--- src/rtl/mult4_prod_accum.sv ---
// Purpose: sums FRAME_LEN unsigned 8-bit multiplier products per frame and reports the sum with an overflow flag.
// Latency: out_valid rises on the edge after the frame's last product is accepted; in_ready returns the edge after the output transfer.
// Backpressure: while a finished frame is held (out_ready low) in_ready stays low and no further products are absorbed.
//
// Ports:
//   clk, rst            single clock, synchronous active-high reset
//   in_valid/in_ready   product handshake, in_prod = 8-bit unsigned product
//   out_valid/out_ready frame-result handshake
//   out_sum             ACC_W-bit frame sum (registered)
//   out_ovf             set when the running sum carried out of ACC_W bits during the frame
//
// Build option: define MULT4_ACC_SAT_EN to saturate the accumulator at 2^ACC_W-1 on carry
// instead of wrapping modulo 2^ACC_W. out_ovf behaves the same in both builds.

module mult4_prod_accum #(
  parameter int FRAME_LEN = 4,   // products per frame, 1..255
  parameter int ACC_W     = 16   // accumulator width, 8..32
) (
  input  logic             clk,
  input  logic             rst,
  input  logic             in_valid,
  output logic             in_ready,
  input  logic [7:0]       in_prod,
  output logic             out_valid,
  input  logic             out_ready,
  output logic [ACC_W-1:0] out_sum,
  output logic             out_ovf
);

  typedef enum logic {
    ACCUM = 1'b0,
    HOLD  = 1'b1
  } state_t;

  localparam logic [7:0] LAST_CNT = 8'(FRAME_LEN - 1);

  state_t           state;
  logic [ACC_W-1:0] acc;
  logic [7:0]       cnt;
  logic             ovf;

  logic             accept;
  logic             out_xfer;
  logic [ACC_W:0]   sum_ext;
  logic             carry;
  logic [ACC_W-1:0] acc_next;

  assign accept   = in_valid & in_ready;
  assign out_xfer = out_valid & out_ready;

  // Add one bit of headroom so the carry out of the accumulator is visible.
  always_comb begin
    sum_ext  = {1'b0, acc} + {{(ACC_W - 7){1'b0}}, in_prod};
    carry    = sum_ext[ACC_W];
`ifdef MULT4_ACC_SAT_EN
    // Once saturated, any further nonzero product carries again, so the
    // accumulator stays pinned at all-ones for the rest of the frame.
    acc_next = carry ? {ACC_W{1'b1}} : sum_ext[ACC_W-1:0];
`else
    acc_next = sum_ext[ACC_W-1:0];
`endif
  end

  // in_ready/out_valid are kept as flops alongside the state so the
  // handshake outputs come straight from registers.
  always_ff @(posedge clk) begin
    if (rst) begin
      state     <= ACCUM;
      acc       <= '0;
      cnt       <= '0;
      ovf       <= 1'b0;
      in_ready  <= 1'b1;
      out_valid <= 1'b0;
    end else begin
      case (state)
        ACCUM: begin
          if (accept) begin
            acc <= acc_next;
            ovf <= ovf | carry;
            if (cnt == LAST_CNT) begin
              cnt       <= '0;
              state     <= HOLD;
              in_ready  <= 1'b0;
              out_valid <= 1'b1;
            end else begin
              cnt <= cnt + 8'd1;
            end
          end
        end
        HOLD: begin
          // No release-and-accept in the same cycle: in_ready comes back
          // only after the transfer edge.
          if (out_xfer) begin
            acc       <= '0;
            ovf       <= 1'b0;
            state     <= ACCUM;
            in_ready  <= 1'b1;
            out_valid <= 1'b0;
          end
        end
        default: begin
          state     <= ACCUM;
          in_ready  <= 1'b1;
          out_valid <= 1'b0;
        end
      endcase
    end
  end

  assign out_sum = acc;
  assign out_ovf = ovf;

endmodule
--- config.mk ---
export PLATFORM = sky130hd
export DESIGN_NAME = mult4_prod_accum
export DESIGN_NICKNAME = d
export VERILOG_FILES = /design/src/rtl/mult4_prod_accum.sv
export SDC_FILE = /design/constraint.sdc
export NUM_CORES = 1
export LEC_CHECK = 0
export CORE_MARGIN = 10
export CORE_UTILIZATION = 50
export DETAILED_ROUTE_END_ITERATION = 10
export MAX_ROUTING_LAYER = met4
export PLACE_DENSITY = 0.77
export SLEW_MARGIN = 20
export SYNTH_ARGS = -nofsm -noshare
export SYNTH_HDL_FRONTEND = slang
export SYNTH_SLANG_ARGS = --single-unit
--- constraint.sdc ---
create_clock -name clk -period 2.2 [get_ports clk]
set_input_delay 0.44 -clock clk [delete_from_list [all_inputs] [get_ports clk]]
set_output_delay 0.44 -clock clk [all_outputs]
set_load 0.005 [all_outputs]
Word level (Yosys, flattened, before mapping)

Cells that the tools add are included.

Register bits: 28
Word-level logic and storage cells: 37
Output and inout bits: 19
Input bits: 12

Multiplexer cells: 18
Bitwise logic cells: 4
Add/sub/neg operators: 2
Equal/unequal tests: 4
Reduce and logical (&&, ||, !) cells: 3

Operator list:

| operator              | number |
|---|---|
| $mux W16              | 2 |
| $pmux W16 S2          | 1 |
| $add A16 B8 Y17       | 1 |
| $mux W1               | 10 |
| $add A8 B1 Y8 const B | 1 |
| $eq A8 B2 Y1 const B  | 1 |
| $mux W8               | 1 |
| $pmux W1 S2           | 4 |
| $ne A2 B2 Y1 const B  | 2 |
| $reduce_and A2 Y1     | 2 |
| $reduce_and A3 Y1     | 1 |
| $and A1 B1 Y1         | 2 |
| $ne A2 B1 Y1 const B  | 1 |
| $not A1 Y1            | 1 |
| $or A1 B1 Y1          | 1 |

Depth between registers and ports, before layout

Depth in word-level cells: 4
Gate-level depth with buffers: 8
Mapped depth without buffers: 8

Least setup slack after synthesis

Ideal clock, no wire load.

Path type: input to register
Start point: in in_prod[0]
End point: reg acc[6] (netlist: out_sum[6])
Setup time: 60 ps
Buffers on the path: 0
Setup slack: 163 ps
Arrival: 1977 ps
Cell stages on the path: 8
Data required time: 2140 ps
Path through: ha_1 > inv_1 > fa_1 > nand2b_1 > a21oi_1 > o21ai_0 > a2111oi_0 > a311o_1

Longest elaborated chain between the ends: 3

Ends and longest elaborated chain:

| what                 | line | text |
|---|---|---|
| from (decl)          | 23   | `input logic [7:0] in_prod,` |
| $add A16 B8 Y17      | 53   | `sum_ext = {1'b0, acc} + {{(ACC_W - 7){1'b0}}, in_prod};` |
| $mux W16             | 77   | `if (accept) begin` |
| $pmux W16 S2         | 75   | `case (state)` |
| to (signal assigned) | 78   | `acc <= acc_next;` |
| to (decl)            | 38   | `logic [ACC_W-1:0] acc;` |

Every way passes these cells. The select of a mux whose other input is x is not followed.
A chain may end at the register's enable or synchronous reset.

Worst setup path in the final report

Start point: in in_prod[1]
End point: reg acc[11] (netlist: out_sum[11])

Same word-level chain as after synthesis.

==> impl_metrics.ini <==
[run_status]
status = completed

[critical_path]
crit_buf_inv = 2
crit_slowest_cell = clkdlybuf4s50_1
critPathArrivalTime_ps = 2420
required_ps = 2460
startpoint_type = input port
crit_type = in2reg
cpLargestDelayFamily = simple AND/OR/NAND/NOR gates
critPathMaxFanout = 4
worst_setup_path_end_kind = register
slowest_delay_ps = 420
crit_chain = clkdlybuf4s50_1 > ha_1 > a211oi_2 > buf_4 > nor4_4 > nor2_2 > or3_1 > a21oi_1

[placement]
place_hpwl_microns = 3060
dp_cells = 250
place.gp.congestion = 0.878
postPlaceCellArea_sq_mm = 0.00195
numPortBuffers = 30

[synthesis]
synth_seq_area_share = 0.370
synth_edf_count = 0
synth.distinct_cells = 41
synthFlopType = dfxtp_1
synthTopCellsByCount = dfxtp_1, nor2_1, xor2_1, nand2_1, a21oi_1
yosys.area.top_type = dfxtp_1
synthCells = 178
ys_async_sr_fraction = 0
syn_nets = 200
synth.area.top_cells = dfxtp_1, xor2_1, ha_1, nor2_1, a21oi_1
avgSynthCellArea_sq_um = 8.51
synth_most_common_cell = dfxtp_1
ys_ff_latch = 28
syn_area_sq_mm = 0.00151
synth_warnings = 0
synth.top_cell.area_share = 0.370

[drt]
drt_iter0_markers = 72
ant_nets = 0
wl_per_cell_microns = 15.8
vias = 1462
route.detailed.drc = 0
routed_wl_microns = 4000
vias_per_cell = 5.78
first_pass_iters = 4

[cells_and_area]
area_growth_syn_to_layout_pct = 33.6
seqCellArea_sq_um = 561
n_antenna_cell = 0
stdcell_count = 253
multi_input_area_sq_um = 950
fin_area_sq_mm = 0.00202
nNetsFinal = 246
fillers = 234
drive_gt1_frac = 0.144

[hold_path]
hp-class = reg2reg

[sta]
tightest_slew_ps = 388
slew_viol_final = 0
finalHoldViolCount = 0
min_period_ps = 2160
fmax_mhz = 464
finalClockSkew_ps = 10.3
slew_headroom = 0.741
setup_viol = 0
min_period_over_period = 0.980

[global_route]
grt_pass1_wl_microns = 6650
grt_max_degree = 15
antenna_found_initial = 0
grt_pass1_vias = 1436
grt_overflow = 0
grtUsageTotal = 0.152

[power_and_ir_drop]
leakage_nw = 0.786
powerDensity_mw_per_mm2 = 550
finalPower_mw = 1.11
ir_drop_mv = 0.303

[floorplanning]
die-area_sq_mm = 0.00563
die_y_microns = 75.0
pin_count = 31
std_cell_rows = 19
core_sq_mm = 0.00283
fp.dieW_microns = 75.0
initial_core_util = 0.535

[clock_tree]
htree_num_levels = 1
insertion_delay_ps = 320
clock-root-buffer = clkbuf_4
cts.sinks = 28
cts_made_buffers = 3
post_cts_buffers = 0
path_clk_slew_ps = 150
clockBufferDepth = 2
cts_tree = built

[flow_run]
max_cap_violations = 0
layout make-up:
| class | instances | share of cell area |
|---|---|---|
| clock buffers | 3 | 0.0111 |
| repair buffers | 46 | 0.208 |
| multi-input cells | 137 | 0.470 |
| flip-flops and latches | 28 | 0.277 |
| inverters | 8 | 0.0149 |
| well taps | 31 | 0.0192 |
final timing paths:
path	start	slack, ps	cells past startpoint	end
setup / recovery	in_prod[1]	40	8	out_sum[11]
hold reg to reg	cnt[1]	490	2	cnt[1]
hold / removal	cnt[1]	490	2	cnt[1]
setup reg to reg	out_sum[1]	220	7	out_sum[11]
sequential cells by signal, indices dropped and copies added, names as in the netlist:
register	count
cnt	8
out_sum	16
state	1
in_ready	1
out_valid	1
out_ovf	1
per-stage QoR:
step	hold slack (ps)	util	worst slack [ps]	TNS, ps
floorplan	449	-	163	0
global placement	453	0.690	-349	-2320
detailed placement	468	0.690	-400	-2880
CTS	487	0.699	-7.56	-13.1
global route	502	0.715	-5.81	-18.9
finish	487	0.715	43.0	0
layout by cell type, fill, tap and decap left out, drive strengths merged, types with 2 or more instances in the layout:
cell / count
a31oi: 2
and2: 2
nand4: 4
a211oi: 4
nand2b: 3
inv: 8
o211ai: 6
xor2: 14
o21ai: 12
a21oi: 11
ha: 9
nor4: 3
a311o: 2
nand3: 5
and3: 3
clkdlybuf4s50: 30
nand2: 13
a22oi: 2
dfxtp: 28
or3: 2
nor2: 27
clkbuf: 3
buf: 16
cells by family after synthesis:
logic type | Yosys count | synth area share
AOI/OAI and AO/OA | 45 | 0.198
and+or+nand+nor | 67 | 0.224
DFF | 28 | 0.370
adders and majority gates | 10 | 0.0876
buffers and inverters | 13 | 0.0331
xor gates and xnor gates | 15 | 0.0868
metal layers:
layer  vias to the layer above  GRT usage  part of all wire
met2                        34      0.278              0.51
li1                        727          -                 -
met5                         -          -                 0
met1                       697      0.171              0.44
met3                         4     0.0210             0.040
met4                         0     0.0294            0.0090
worst reg2reg max path: cells and delay by family, from the launching register on:
family          cells  cell delay [ps]
compound gates      2              240
fa+ha+maj           1              320
buf+inv             1              160
flops               1              370
simple gates        3              850
what timing repair did:
item                       CTS  global route
gates resized for setup      1            11
pin swaps                    1             4
setup endpoints to repair    3             7
hold buffers                 0             0
power by group:
group	switching, mW	internal [mW]
registers	0.0226	0.533
logic	0.172	0.173
clock network	0.147	0.0641
Note: power is estimated with default switching activity, not from simulation.
